**config.mk**
```make
export PLATFORM = sky130hd
export DESIGN_NAME = seed_link
export DESIGN_NICKNAME = d
export VERILOG_FILES = /design/src/rtl/seed_link.sv
export SDC_FILE = /design/constraint.sdc
export NUM_CORES = 1
export LEC_CHECK = 0
export CAP_MARGIN = 20
export CORE_UTILIZATION = 50
export DETAILED_ROUTE_END_ITERATION = 10
export GPL_ROUTABILITY_DRIVEN = 0
export PLACE_DENSITY = 0.83
export SLEW_MARGIN = 40
export SYNTH_ARGS = -nofsm -noshare
export SYNTH_HDL_FRONTEND = slang
export SYNTH_SLANG_ARGS = --single-unit
export TNS_END_PERCENT = 20
```
**constraint.sdc**
```tcl
create_clock -name clk_75 -period 6.19 [get_ports clk_75]
set_input_delay 1.857 -clock clk_75 [delete_from_list [all_inputs] [get_ports clk_75]]
set_output_delay 1.857 -clock clk_75 [all_outputs]
set_load 0.03 [all_outputs]
```
**src/rtl/seed_link.sv**
```systemverilog
// seed_link
//   Seed exchange stage beside generate_point. Sends the local seed to the
//   peer as a two-byte tagged frame, {TAG_X,x} then {TAG_Y,y}, over a byte
//   UART. It also parses frames from the peer into the remote seed outputs.
//
// Ports
//   clk_75, rst_n          system clock, async active-low reset
//   seed_rdy               one-cycle request to send the local seed
//   seed_x, seed_y         local seed (5 bits each)
//   tx_data, tx_start      byte and one-cycle start pulse to the UART TX
//   tx_done                one-cycle pulse when the UART has sent the byte
//   rx_data, rx_valid      received byte and its one-cycle strobe
//   seed_x_in, seed_y_in   last complete remote seed
//   remote_seed_valid      one-cycle pulse when a full frame is accepted
//   rx_error               one-cycle pulse on timeout or bad byte mid-frame
//   link_busy              high while a TX frame is in progress
//
// TX FSM
//   state      | meaning
//   TX_IDLE    | no frame in flight
//   TX_X       | X byte start pulse is on the UART interface
//   TX_WAIT_X  | waiting for tx_done of the X byte
//   TX_Y       | Y byte start pulse is on the UART interface
//   TX_WAIT_Y  | waiting for tx_done of the Y byte
// RX FSM
//   state      | meaning
//   RX_X       | hunting for an X byte
//   RX_Y       | X held, waiting for the Y byte within RX_TIMEOUT cycles
module seed_link #(
  parameter logic [2:0] TAG_X      = 3'b101,
  parameter logic [2:0] TAG_Y      = 3'b110,
  parameter int         RX_TIMEOUT = 75_000
) (
  input  logic       clk_75,
  input  logic       rst_n,
  input  logic       seed_rdy,
  input  logic [4:0] seed_x,
  input  logic [4:0] seed_y,
  output logic [7:0] tx_data,
  output logic       tx_start,
  input  logic       tx_done,
  input  logic [7:0] rx_data,
  input  logic       rx_valid,
  output logic [4:0] seed_x_in,
  output logic [4:0] seed_y_in,
  output logic       remote_seed_valid,
  output logic       rx_error,
  output logic       link_busy
);

  localparam int CNT_W = (RX_TIMEOUT > 2) ? $clog2(RX_TIMEOUT) : 1;
  // Registered error must show RX_TIMEOUT cycles after the X byte, so the
  // decision is taken one count early.
  localparam logic [CNT_W-1:0] CNT_LAST = CNT_W'(RX_TIMEOUT - 2);

  typedef enum logic [2:0] {
    TX_IDLE,
    TX_X,
    TX_WAIT_X,
    TX_Y,
    TX_WAIT_Y
  } tx_state_t;

  typedef enum logic {
    RX_X,
    RX_Y
  } rx_state_t;

  // ---------------------------------------------------------------- TX
  tx_state_t  tx_state, tx_state_nxt;
  logic       pending, pending_nxt;
  logic [4:0] snap_x, snap_x_nxt;
  logic [4:0] snap_y, snap_y_nxt;
  logic [4:0] frame_y, frame_y_nxt;
  logic       tx_start_nxt;
  logic [7:0] tx_data_nxt;

  always_comb begin
    tx_state_nxt = tx_state;
    pending_nxt  = pending;
    snap_x_nxt   = snap_x;
    snap_y_nxt   = snap_y;
    frame_y_nxt  = frame_y;
    tx_start_nxt = 1'b0;
    tx_data_nxt  = tx_data;

    if (seed_rdy) begin
      snap_x_nxt = seed_x;
      snap_y_nxt = seed_y;
      if (tx_state != TX_IDLE) pending_nxt = 1'b1;
    end

    case (tx_state)
      TX_IDLE: begin
        if (seed_rdy) begin
          // X byte goes out straight from the inputs; only Y needs a copy.
          frame_y_nxt  = seed_y;
          tx_data_nxt  = {TAG_X, seed_x};
          tx_start_nxt = 1'b1;
          tx_state_nxt = TX_X;
        end
      end
      TX_X: tx_state_nxt = TX_WAIT_X;
      TX_WAIT_X: begin
        if (tx_done) begin
          tx_data_nxt  = {TAG_Y, frame_y};
          tx_start_nxt = 1'b1;
          tx_state_nxt = TX_Y;
        end
      end
      TX_Y: tx_state_nxt = TX_WAIT_Y;
      TX_WAIT_Y: begin
        if (tx_done) begin
          // A request in this very cycle counts as pending too, and its
          // seeds are the newest snapshot.
          if (pending || seed_rdy) begin
            pending_nxt  = 1'b0;
            frame_y_nxt  = snap_y_nxt;
            tx_data_nxt  = {TAG_X, snap_x_nxt};
            tx_start_nxt = 1'b1;
            tx_state_nxt = TX_X;
          end else begin
            tx_state_nxt = TX_IDLE;
          end
        end
      end
      default: tx_state_nxt = TX_IDLE;
    endcase
  end

  always_ff @(posedge clk_75 or negedge rst_n) begin
    if (!rst_n) begin
      tx_state  <= TX_IDLE;
      pending   <= 1'b0;
      snap_x    <= '0;
      snap_y    <= '0;
      frame_y   <= '0;
      tx_start  <= 1'b0;
      tx_data   <= 8'h00;
      link_busy <= 1'b0;
    end else begin
      tx_state  <= tx_state_nxt;
      pending   <= pending_nxt;
      snap_x    <= snap_x_nxt;
      snap_y    <= snap_y_nxt;
      frame_y   <= frame_y_nxt;
      tx_start  <= tx_start_nxt;
      tx_data   <= tx_data_nxt;
      link_busy <= (tx_state_nxt != TX_IDLE);
    end
  end

  // ---------------------------------------------------------------- RX
  rx_state_t        rx_state, rx_state_nxt;
  logic [CNT_W-1:0] rx_cnt, rx_cnt_nxt;
  logic [4:0]       x_tmp, x_tmp_nxt;
  logic [4:0]       seed_x_in_nxt, seed_y_in_nxt;
  logic             rsv_nxt, rx_error_nxt;
  logic [2:0]       rx_tag;

  assign rx_tag = rx_data[7:5];

  always_comb begin
    rx_state_nxt  = rx_state;
    rx_cnt_nxt    = rx_cnt;
    x_tmp_nxt     = x_tmp;
    seed_x_in_nxt = seed_x_in;
    seed_y_in_nxt = seed_y_in;
    rsv_nxt       = 1'b0;
    rx_error_nxt  = 1'b0;

    case (rx_state)
      RX_X: begin
        if (rx_valid && rx_tag == TAG_X) begin
          x_tmp_nxt    = rx_data[4:0];
          rx_cnt_nxt   = '0;
          rx_state_nxt = RX_Y;
        end
      end
      RX_Y: begin
        // A byte takes priority over an expiring timeout.
        if (rx_valid) begin
          if (rx_tag == TAG_Y) begin
            seed_x_in_nxt = x_tmp;
            seed_y_in_nxt = rx_data[4:0];
            rsv_nxt       = 1'b1;
            rx_state_nxt  = RX_X;
          end else if (rx_tag == TAG_X) begin
            x_tmp_nxt  = rx_data[4:0];
            rx_cnt_nxt = '0;
          end else begin
            rx_error_nxt = 1'b1;
            rx_state_nxt = RX_X;
          end
        end else if (rx_cnt == CNT_LAST) begin
          rx_error_nxt = 1'b1;
          rx_state_nxt = RX_X;
        end else if (rx_cnt != '1) begin
          rx_cnt_nxt = rx_cnt + 1'b1;
        end
      end
      default: rx_state_nxt = RX_X;
    endcase
  end

  always_ff @(posedge clk_75 or negedge rst_n) begin
    if (!rst_n) begin
      rx_state          <= RX_X;
      rx_cnt            <= '0;
      x_tmp             <= '0;
      seed_x_in         <= '0;
      seed_y_in         <= '0;
      remote_seed_valid <= 1'b0;
      rx_error          <= 1'b0;
    end else begin
      rx_state          <= rx_state_nxt;
      rx_cnt            <= rx_cnt_nxt;
      x_tmp             <= x_tmp_nxt;
      seed_x_in         <= seed_x_in_nxt;
      seed_y_in         <= seed_y_in_nxt;
      remote_seed_valid <= rsv_nxt;
      rx_error          <= rx_error_nxt;
    end
  end

endmodule
```
# Word-level counts from Yosys, hierarchy flattened
# Index checks and enable logic that the tools add are counted.
# W data, S select, Z words.
op_classes:
  addsub: 1
  eq_ne: 20
  muxes: 52
  bitwise: 1
  reduce_logical: 12
op_table:
  columns: ["op", "count"]
  rows:
  - ["$mux W17", 6]
  - ["$mux W5", 9]
  - ["$pmux W17 S2", 1]
  - ["$mux W8", 4]
  - ["$pmux W8 S3", 1]
  - ["$mux W1", 23]
  - ["$pmux W5 S2", 2]
  - ["$add A17 B1 Y17 const B", 1]
  - ["$eq A17 B17 Y1 const B", 1]
  - ["$ne A17 B17 Y1 const B", 1]
  - ["$pmux W3 S5", 1]
  - ["$ne A2 B2 Y1 const B", 7]
  - ["$reduce_and A5 Y1", 2]
  - ["$eq A3 B3 Y1 const B", 3]
  - ["$mux W3", 3]
  - ["$reduce_bool A3 Y1", 3]
  - ["$reduce_and A4 Y1", 2]
  - ["$eq A3 B2 Y1 const B", 2]
  - ["$ne A3 B2 Y1 const B", 2]
  - ["$ne A3 B3 Y1 const B", 2]
  - ["$eq A3 B1 Y1 const B", 1]
  - ["$logic_not A3 Y1", 1]
  - ["$pmux W1 S3", 1]
  - ["$reduce_and A3 Y1", 1]
  - ["other kinds (6)", 6]
totals:
  register_bits: 64

# Longest topological paths before layout
# Gate-level depths: netlist of the first run.
depth:
  word_depth: 6
  depth_mapped: 10
  ltp_nobuf: 8

# Worst setup path after synthesis of the first run
# OpenSTA, ideal clock, no wires.
synth_path:
  path_kind: "in2reg"
  start: "in seed_rdy"
  end: "reg tx_data[1]"
  t_arrival_ps: 3126
  t_required_ps: 6065
  setup_slack_ps: 2939
  cell_stages: 4
  path_buffers: 1
  cell_sequence: "buf_1 mux2_2 a221o_1 mux2_2"
synth_via:
  elab_chain_cells: 4
  elab_cells_between_ends: 8
synth_lines:
  columns: ["element", "line", "text"]
  rows:
  - ["from (decl)", "36", "input logic seed_rdy,"]
  - ["$mux W5", "87", "if (seed_rdy) begin"]
  - ["named net snap_x_nxt[1]", "72", "logic [4:0] snap_x, snap_x_nxt;"]
  - ["$mux W8", "116", "if (pending || seed_rdy) begin"]
  - ["$mux W8", "113", "if (tx_done) begin"]
  - ["$pmux W8 S3", "93", "case (tx_state)"]
  - ["to (signal assigned)", "148", "tx_data <= tx_data_nxt;"]
  - ["to (decl)", "39", "output logic [7:0] tx_data,"]
# The timed path passes the listed nets, and every way through them passes these cells. The select of a mux whose other input is x is not followed.
# A chain may end at the register's enable or synchronous reset.

# Worst setup path after layout of the first run
layout_path:
  start: "in seed_rdy"
  end: "reg frame_y[3]"
layout_via:
  elab_chain_cells: 4
  elab_cells_between_ends: 8
layout_lines:
  columns: ["element", "line", "text"]
  rows:
  - ["$mux W5", "87", null]
  - ["$mux W5", "116", null]
  - ["$mux W5", "113", null]
  - ["$pmux W5 S2", "93", null]
  - ["to (signal assigned)", "146", "frame_y <= frame_y_nxt;"]
  - ["to (decl)", "74", "logic [4:0] frame_y, frame_y_nxt;"]
# Parallel ways exist; a longest one is shown, timed or not. The select of a mux whose other input is x is not followed.

==> impl_metrics.tcl, run 1 <==
set metrics [dict create \
    status "finished clean" \
    critPathKind "primary input to flop" \
    stdcell_area_sq_um 3750 \
    whs_endpoint "tx_data[7]" \
    die_y_um 80.1 \
    avgSynthCellArea_sq_um 12.1 \
    numClockSinks 64 \
    syn_area_sq_um 3050 \
    hp-start "tx_data[7]" \
    synth-seq-area-share 0.526 \
    rsz0062_at_grt "no" \
    n_antenna_cell 0 \
    pre_cts_slack_ns 2.12 \
    worstPathArrival_ns 3.92 \
    power_leakage_nw 1.56 \
    wl_met2_um 3100 \
    ctsHoldBuffers 0 \
    insertion_delay_ns 0.34 \
    clk_pin_slew_worst_paths_ns 0.07 \
    ys_ff_latch 64 \
    worstMarginPinSlew_ns 0.714 \
    hold_violations 0 \
    post-route-min-period_ns 3.69 \
    whs_path_depth 1 \
    synthToLayoutAreaGrowth_pct 23.0 \
    cap_violations 0 \
    ant_nets 0 \
    cts_resized 0 \
    fp.dieW_um 80.1 \
    num_io_pins 45 \
    period_share 0.596 \
    crit_fanout 13 \
    drive_gt1_frac 0.236 \
    reg2reg_to "rx_cnt[1]" \
    clockBufferDepth 2 \
    synthCells 251 \
    finalWirelength_um 6100 \
    synth_edf_count 0 \
    layoutNonFillerInstCount 372 \
    dominantRegCellSynth "dfrtp_1" \
    via_per_inst 5.94 \
    top_layer "met4" \
    powerDensity_nw_per_um2 376 \
    fmax_mhz 271 \
    synth_largest_area_cell "dfrtp_1" \
    hpwl_um 4000 \
    dieArea_sq_um 6410 \
    io_buffers 44 \
    cts_tree "yes" \
    synth_warnings 0 \
    synth_top_area_frac 0.526 \
    netlist_top_cells_area "dfrtp_1, mux2_2, a31oi_1" \
    setup_tns_ns 0 \
    fin_ws_ns 2.50 \
    drtPass1Iterations 4 \
    finClkSkew_ns 0.00812 \
    holdWs_ns 0.482 \
    met3_length_um 293 \
    end_kind "flop" \
    overflow 0 \
    drt_iter0_drc 151 \
    worst_ep_required_time_ns 6.42 \
    r2r-start "rx_cnt[4]" \
    grt_pass1_wl_um 10300 \
    grt_max_degree 65 \
    row_count 28 \
    antenna_found_initial 0 \
    synthesis.nets 277 \
    core-area_sq_um 5890 \
    ir_drop_mv 0.194 \
    grt_pass1_vias 2288 \
    synth-async-reset-ratio 1.00 \
    initial_core_util 0.518 \
    numCtsBuffers 9 \
    met1Wirelength_um 2610 \
    placed_area_sq_um 3510 \
    finalSetupViolCount 0 \
    slew_violations 0 \
    drc_errors 0 \
    vias 2210 \
    r2r_cells 7 \
    startpoint_type "primary input" \
    htree_num_levels 3 \
    cts_root_buf "clkbuf_8" \
    dp_cells 356 \
    routedWlPerCell_um 16.4 \
    yosysUniqueCellTypes 50 \
    hold_path.class "flop to flop" \
    grtUsageTotal 0.213 \
    worst-r2r-setup-slack_ns 3.39 \
    fin_nets 318 \
    max-slew-margin-rel 0.524 \
    postCtsSetupRepairBufs 0 \
]
==> worst max-delay path by stage <==
stage                   from          to  slack, ns  cells after the start
floorplan           seed_rdy  tx_data[1]       2.94                      4
global placement    seed_rdy  frame_y[1]       2.19                      4
detailed placement  seed_rdy  frame_y[4]       2.12                      4
CTS                 seed_rdy  frame_y[4]       2.48                      4
global route        rx_valid   rx_cnt[1]       2.35                      5
finish              seed_rdy  frame_y[3]       2.50                      4
==> per-stage QoR <==
stage / power, mW / util
after floorplan: 0.855 / -
after global placement: 0.987 / 0.595
after detailed placement: 1.01 / 0.597
after CTS: 1.42 / 0.636
after global routing: 1.48 / 0.637
final: 1.41 / 0.637
==> metal layers <==
layer  GRT usage  vias up
met5           0        -
met4      0.0964        0
met3      0.0602       11
met2       0.362       69
met1       0.251     1096
li1            -     1034
==> report_power, final <==
group / switching [mW] / internal (mW)
Sequential: 0.0697 / 0.507
Combinational: 0.208 / 0.217
Clock: 0.161 / 0.248
==> layout make-up <==
| cell class | instances | area (sq um) |
|---|---|---|
| Fill cell | 469 | 2140 |
| Sequential cell | 64 | 1600 |
| Multi-Input combinational cell | 164 | 1340 |
| Timing Repair Buffer | 46 | 454 |
| Clock buffer | 11 | 151 |
| Tap cell | 75 | 93.8 |
| Clock inverter | 5 | 78.8 |
| Inverter | 7 | 26.3 |
==> cell usage in the layout (no fill, tap or decap), drive strengths merged, types with 2 or more instances in the layout <==
cell type	instances
a2bb2oi	2
nor2	8
a21o	2
nand3	6
o21ai	6
bufinv	2
clkbuf	11
nand4	6
or3	3
clkinv	4
ha	3
nor3	3
a31oi	13
clkdlybuf4s50	43
mux2	41
nor4	4
dfrtp	64
nand4b	2
nand2	10
a21oi	8
nand2b	4
xnor2	2
buf	3
inv	6
nor3b	7
o21a	5
a221o	5
o211ai	5
a41oi	3
or4	2
a21boi	2
==> cell usage after synthesis, drive strengths merged (2+ instances only) <==
cell type / count
nand4: 6
dfrtp: 64
a2bb2oi: 2
xnor2: 2
a21oi: 8
a21o: 2
a31oi: 13
a41oi: 3
o21a: 5
nor4: 4
nor3: 3
buf: 6
o211ai: 5
nand2b: 4
nand3: 6
inv: 6
nor2: 8
a221o: 5
a21boi: 2
nand4b: 2
ha: 3
o21ai: 6
nand2: 10
or3: 3
nor3b: 7
mux2: 41
clkbuf: 10
or4: 2
==> flip-flops by register name, indices dropped and copies added (netlist names) <==
| signal | cells |
|---|---|
| frame_y | 5 |
| snap_x | 5 |
| tx_start | 1 |
| pending | 1 |
| tx_data | 8 |
| remote_seed_valid | 1 |
| rx_cnt | 17 |
| seed_y_in | 5 |
| snap_y | 5 |
| rx_state | 1 |
| seed_x_in | 5 |
| x_tmp | 5 |
| link_busy | 1 |
| rx_error | 1 |
| tx_state | 3 |
==> logic make-up after synthesis <==
kind of cell,share of synthesized area
and+or+nand+nor,0.124
buffers and inverters,0.0370
muxes,0.155
AOI/OAI and AO/OA,0.140
DFF,0.526
adders and majority gates,0.0123
xor gates and xnor gates,0.00575
==> worst max-delay path, stage by stage <==
cell and delay, ns:
clkdlybuf4s50_1 0.82, a21oi_1 0.14, a2111oi_2 0.69, mux2_2 0.41
(Power assumes the default switching activity.)
==> inputs of run 2 (changes only) <==
==> constraint.sdc (replaced) <==
create_clock -name clk_75 -period 3.8 [get_ports clk_75]
set_input_delay 1.14 -clock clk_75 [delete_from_list [all_inputs] [get_ports clk_75]]
set_output_delay 1.14 -clock clk_75 [all_outputs]
set_load 0.03 [all_outputs]
==> run 2 against run 1 <==
- non-clock buffer count up 5
- setup slack worse by 1.5 ns
- die area unchanged
- utilization down 0.66 points
- register-to-register slack worse by 2.3 ns
- total power up 52%
- combinational power up 66%
- sequential share of layout area up 0.45 points
- critical path depth up 1
- clock-buffer cell count up 1
==> impl_metrics.tcl, run 2 (synthesis results as in run 1) <==
set metrics [dict create \
    status "finished clean" \
    dp_cells 361 \
    dieArea_sq_um 6410 \
    numClockSinks 64 \
    crit_fanout 9 \
    crit_chain "clkdlybuf4s50_1, nor2b_1, nand2b_1, o21ai_4, mux2_2" \
    row_count 28 \
    finClkSkew_ns 0.00581 \
    cts_tree "yes" \
    cts_root_buf "clkbuf_8" \
    comb_power_share 0.329 \
    numCtsBuffers 9 \
    drtPass1Iterations 4 \
    core-area_sq_um 5890 \
    fin_ws_ns 0.958 \
    switching_share 0.325 \
    worstPathArrival_ns 3.06 \
    initial_core_util 0.518 \
    ant_nets 0 \
    synthToLayoutAreaGrowth_pct 21.7 \
    power_leakage_nw 1.55 \
    p_clk_frac 0.232 \
    startpoint_type "primary input" \
    htree_num_levels 3 \
    ctsHoldBuffers 0 \
    drive_gt1_frac 0.234 \
    hold_path.class "flop to flop" \
    path_depth 5 \
    worst_path_max_delay_cell "clkdlybuf4s50_1" \
    insertion_delay_ns 0.34 \
    die_y_um 80.1 \
    switchingPower_mw 0.696 \
    fp.dieW_um 80.1 \
    hold_violations 0 \
    antenna_found_initial 0 \
    period_share 0.748 \
    powerDensity_nw_per_um2 576 \
    drt_iter0_drc 136 \
    worst_ep_required_time_ns 4.02 \
    grtUsageTotal 0.218 \
    whs_path_depth 1 \
    regMostFlops "rx_cnt" \
    reg.largest.list "rx_cnt (17), tx_data (8)" \
    pre_cts_slack_ns 0.666 \
    fillCellCount 462 \
    clk_pin_slew_worst_paths_ns 0.06 \
    overflow 0 \
    rsz0062_at_grt "no" \
    via_per_inst 5.98 \
    finalWirelength_um 6170 \
    fin_nets 323 \
    io_buffers 44 \
    internal_power_mw 1.44 \
    ir_drop_mv 0.299 \
    hpwl_um 4350 \
    p_total_mw 2.14 \
    cap_violations 0 \
    critPathBufInv 1 \
    slew_violations 0 \
    vias 2237 \
    cts_resized 0 \
    setup_tns_ns 0 \
    final_common_cell "dfrtp_1" \
    clockBufferDepth 2 \
    critPathKind "primary input to flop" \
    fin_util 0.630 \
    postCtsSetupRepairBufs 0 \
    layoutNonFillerInstCount 374 \
    max-slew-margin-rel 0.523 \
    grt_pass1_wl_um 10400 \
    r2r_cells 9 \
    drc_errors 0 \
    n_antenna_cell 0 \
    end_kind "flop" \
    grt_pass1_vias 2274 \
    final_cell_mix "dfrtp_1, clkdlybuf4s50_1, mux2_2" \
    post-route-min-period_ns 2.84 \
    routedWlPerCell_um 16.5 \
    seqPwrFrac 0.439 \
    fmax_mhz 352 \
    worstMarginPinSlew_ns 0.715 \
    finalSetupViolCount 0 \
    grt_max_degree 26 \
    cpPeakStageDelay_ns 0.49 \
    largest_register_ffs 17 \
    critical_path.top_delay_family "simple AND/OR/NAND/NOR gates" \
    num_io_pins 45 \
]
## run 2: cell count changes in the layout (fill, tap and decap cells not counted)
| cell | change |
|---|---|
| buf_6 | -1 |
| buf_4 | +6 |
| nor2_1 | +1 |
| clkinv_2 | -1 |
| clkinv_4 | -1 |
| bufinv_16 | -2 |
| clkbuf_1 | +1 |
| nor2_2 | -1 |
## run 2: layout make-up
cell class / count / area (sq um) / share of cell area
clock buffer: 12 / 155 / 0.0418
clock inverter: 1 / 5.00 / 0.00135
inverter: 7 / 26.3 / 0.00709
multi-input combinational: 164 / 1340 / 0.361
sequential: 64 / 1600 / 0.432
tap: 75 / 93.8 / 0.0253
timing repair buffer: 51 / 488 / 0.132
## run 2: worst paths after layout
| kind | startpoint | endpoint | slack (ns) |
|---|---|---|---|
| max reg2reg | rx_cnt[1] | rx_cnt[5] | 1.05 |
| min | tx_data[7] | tx_data[7] | 0.48 |
| min reg2reg | tx_data[7] | tx_data[7] | 0.48 |
| min in group asynchronous | rst_n | tx_data[3] | 0.75 |
| max in group asynchronous | rst_n | rx_cnt[0] | 2.35 |
| max | rx_valid | rx_cnt[1] | 0.96 |
## run 2: through the flow
stage	hold WS, ns	area (sq um)
after floorplan	0.445	3050
after global placement	0.452	3540
after detailed placement	0.465	3550
after CTS	0.484	3710
after global routing	0.492	3710
final	0.480	3710
## run 2: metal layers
metal / vias to the layer above / share of wire / GRT usage / wire, um
li1: 1037 / - / - / -
met5: - / 0 / 0 / 0
met4: 0 / 0.018 / 0.0946 / 112
met2: 62 / 0.50 / 0.375 / 3100
met1: 1128 / 0.43 / 0.252 / 2670
met3: 10 / 0.048 / 0.0636 / 297
## run 2: power by group through the flow
stage | Combinational (mW) | Sequential [mW] | Clock, mW
global placement | 0.675 | 0.939 | 0
finish | 0.703 | 0.939 | 0.496
detailed placement | 0.704 | 0.952 | 0
global route | 0.756 | 0.959 | 0.545
floorplan | 0.378 | 1.02 | 0
CTS | 0.710 | 0.940 | 0.507
==> inputs of run 3 (changes only) <==
==> constraint.sdc (replaced) <==
create_clock -name clk_75 -period 2.8 [get_ports clk_75]
set_input_delay 0.84 -clock clk_75 [delete_from_list [all_inputs] [get_ports clk_75]]
set_output_delay 0.84 -clock clk_75 [all_outputs]
set_load 0.03 [all_outputs]
==> run 3 against run 2 <==
- first-iteration DRC count shrank 35%
- utilization increased by 1.0 points
- flip-flop and latch count is the same
- sequential share of layout area is 0.70 points lower
- register-to-register slack worse by 0.63 ns
- cell area rose by 1.7%
- sequential power increased by 34%
- hold slack lost 0.020 ns
- critical path type is now flop to flop
- via count down 1.9%
- wire length is 2.9% lower
- non-clock buffer count is 7 higher
==> impl_metrics.tcl, run 3 (synthesis results as in run 1) <==
set metrics [dict create \
    status "finished clean" \
    row_count 28 \
    reg2reg_to "rx_cnt[1]" \
    startpoint_type "flop" \
    dieArea_sq_um 6410 \
    n_antenna_cell 0 \
    crit_top_cell "ha_1" \
    num_io_pins 45 \
    drt_iter0_drc 89 \
    critPathKind "flop to flop" \
    cts_root_buf "clkbuf_8" \
    setup_tns_ns 0 \
    worstPathArrival_ns 2.60 \
    clockBufferDepth 2 \
    worst-r2r-setup-slack_ns 0.42 \
    insertion_delay_ns 0.33 \
    cts_resized 0 \
    routedWlPerCell_um 15.6 \
    overflow 0 \
    htree_num_levels 3 \
    grtUsageTotal 0.209 \
    initial_core_util 0.518 \
    hold_violations 0 \
    hold_path.class "primary input to async pin" \
    seq_area_sq_um 1600 \
    numCtsBuffers 9 \
    ir_drop_mv 0.509 \
    ctsHoldBuffers 0 \
    final_cell_mix "dfrtp_1, clkdlybuf4s50_1, mux2_2" \
    slew_violations 0 \
    postCtsSetupRepairBufs 0 \
    drive_gt1_frac 0.260 \
    placed_area_sq_um 3590 \
    post-route-min-period_ns 2.38 \
    clk_pin_slew_worst_paths_ns 0.07 \
    power_leakage_nw 1.58 \
    cap_violations 0 \
    final_common_cell "dfrtp_1" \
    core-area_sq_um 5890 \
    cts_tree "yes" \
    holdWs_ns 0.460 \
    worst_ep_required_time_ns 3.02 \
    powerDensity_nw_per_um2 777 \
    worstMarginPinSlew_ns 0.547 \
    r2r_cells 8 \
    vias 2195 \
    crit_chain "ha_1, nand3_1, nor4_1, and3_1, ha_1, nand2b_1, o21ai_4, mux2_2" \
    reg.largest.list "rx_cnt (17), tx_data (8)" \
    finClkSkew_ns 0.00919 \
    max-slew-margin-rel 0.632 \
    ant_nets 0 \
    grt_pass1_vias 2228 \
    fillCellCount 453 \
    antenna_found_initial 0 \
    r2r-start "rx_cnt[1]" \
    fin_nets 330 \
    cpPeakStageDelay_ns 0.46 \
    largest_register_ffs 17 \
    multi_input_area_sq_um 1340 \
    end_kind "flop" \
    die_y_um 80.1 \
    grt_pass1_wl_um 10000 \
    finalSetupViolCount 0 \
    grt_max_degree 25 \
    stdcell_area_sq_um 3770 \
    rsz0062_at_grt "no" \
    worst_path_max_delay_cell "nor4_1" \
    finalWirelength_um 5990 \
    fp.dieW_um 80.1 \
    drtPass1Iterations 4 \
    fin_ws_ns 0.424 \
    io_buffers 44 \
    fmax_mhz 421 \
    synthToLayoutAreaGrowth_pct 23.7 \
    via_per_inst 5.73 \
    regMostFlops "rx_cnt" \
    fin_util 0.641 \
    crit_fanout 15 \
    numClockSinks 64 \
    pre_cts_slack_ns 0.0970 \
    drc_errors 0 \
    period_share 0.849 \
    hpwl_um 4220 \
]
==> run 3: cell count changes in the layout (fill, tap and decap cells not counted) <==
cell,previous run,this run
clkinvlp_4,0,1
nor3b_4,1,0
buf_4,7,14
nor2_2,0,1
nor2_1,8,7
nor3b_2,0,1
clkinv_2,1,2
==> run 3: metal layers <==
metal,vias up,routed length [um],global-route usage
met1,1081,2660,0.249
met5,-,0,0
met2,57,2980,0.359
li1,1053,-,-
met3,4,289,0.0648
met4,0,57,0.0714
==> run 3: worst max-delay path by stage <==
stage                     slack, ns          to  startpoint  depth (start not counted)
after floorplan                0.52   rx_cnt[1]   rx_cnt[4]                          9
after global placement         0.14   rx_cnt[4]    rx_valid                          5
final                          0.42   rx_cnt[1]   rx_cnt[1]                          8
after CTS                      0.34   rx_cnt[4]   rx_cnt[0]                          8
after global routing           0.21   rx_cnt[1]   rx_cnt[1]                          8
after detailed placement        0.1  rx_cnt[16]    rx_valid                          5
==> run 3: worst max-delay path: cells and delay by family, from the launching register on <==
family / cells / cell delay [ns]
AO/OA/AOI/OAI: 1 / 0.16
adder cells (fa/ha/maj): 2 / 0.39
flip-flops: 1 / 0.41
multiplexers: 1 / 0.32
AND/OR/NAND/NOR: 4 / 0.99
==> run 3: stage by stage <==
step	std cells	total power, mW
floorplan	251	1.89
global placement	368	2.22
detailed placement	368	2.26
CTS	383	2.97
global route	383	3.10
finish	383	2.93
==> run 3: area by class of cell <==
| type | instances | area share |
|---|---|---|
| clock buffer | 12 | 0.0412 |
| clock inverter | 3 | 0.00465 |
| inverter | 7 | 0.00697 |
| multi-input combinational | 164 | 0.354 |
| sequential | 64 | 0.425 |
| tap | 75 | 0.0249 |
| timing repair buffer | 58 | 0.143 |
==> run 3: report_power, final <==
| part | switching, mW | internal [mW] |
|---|---|---|
| registers | 0.144 | 1.12 |
| logic | 0.467 | 0.502 |
| clock network | 0.332 | 0.362 |
| total | 0.943 | 1.98 |
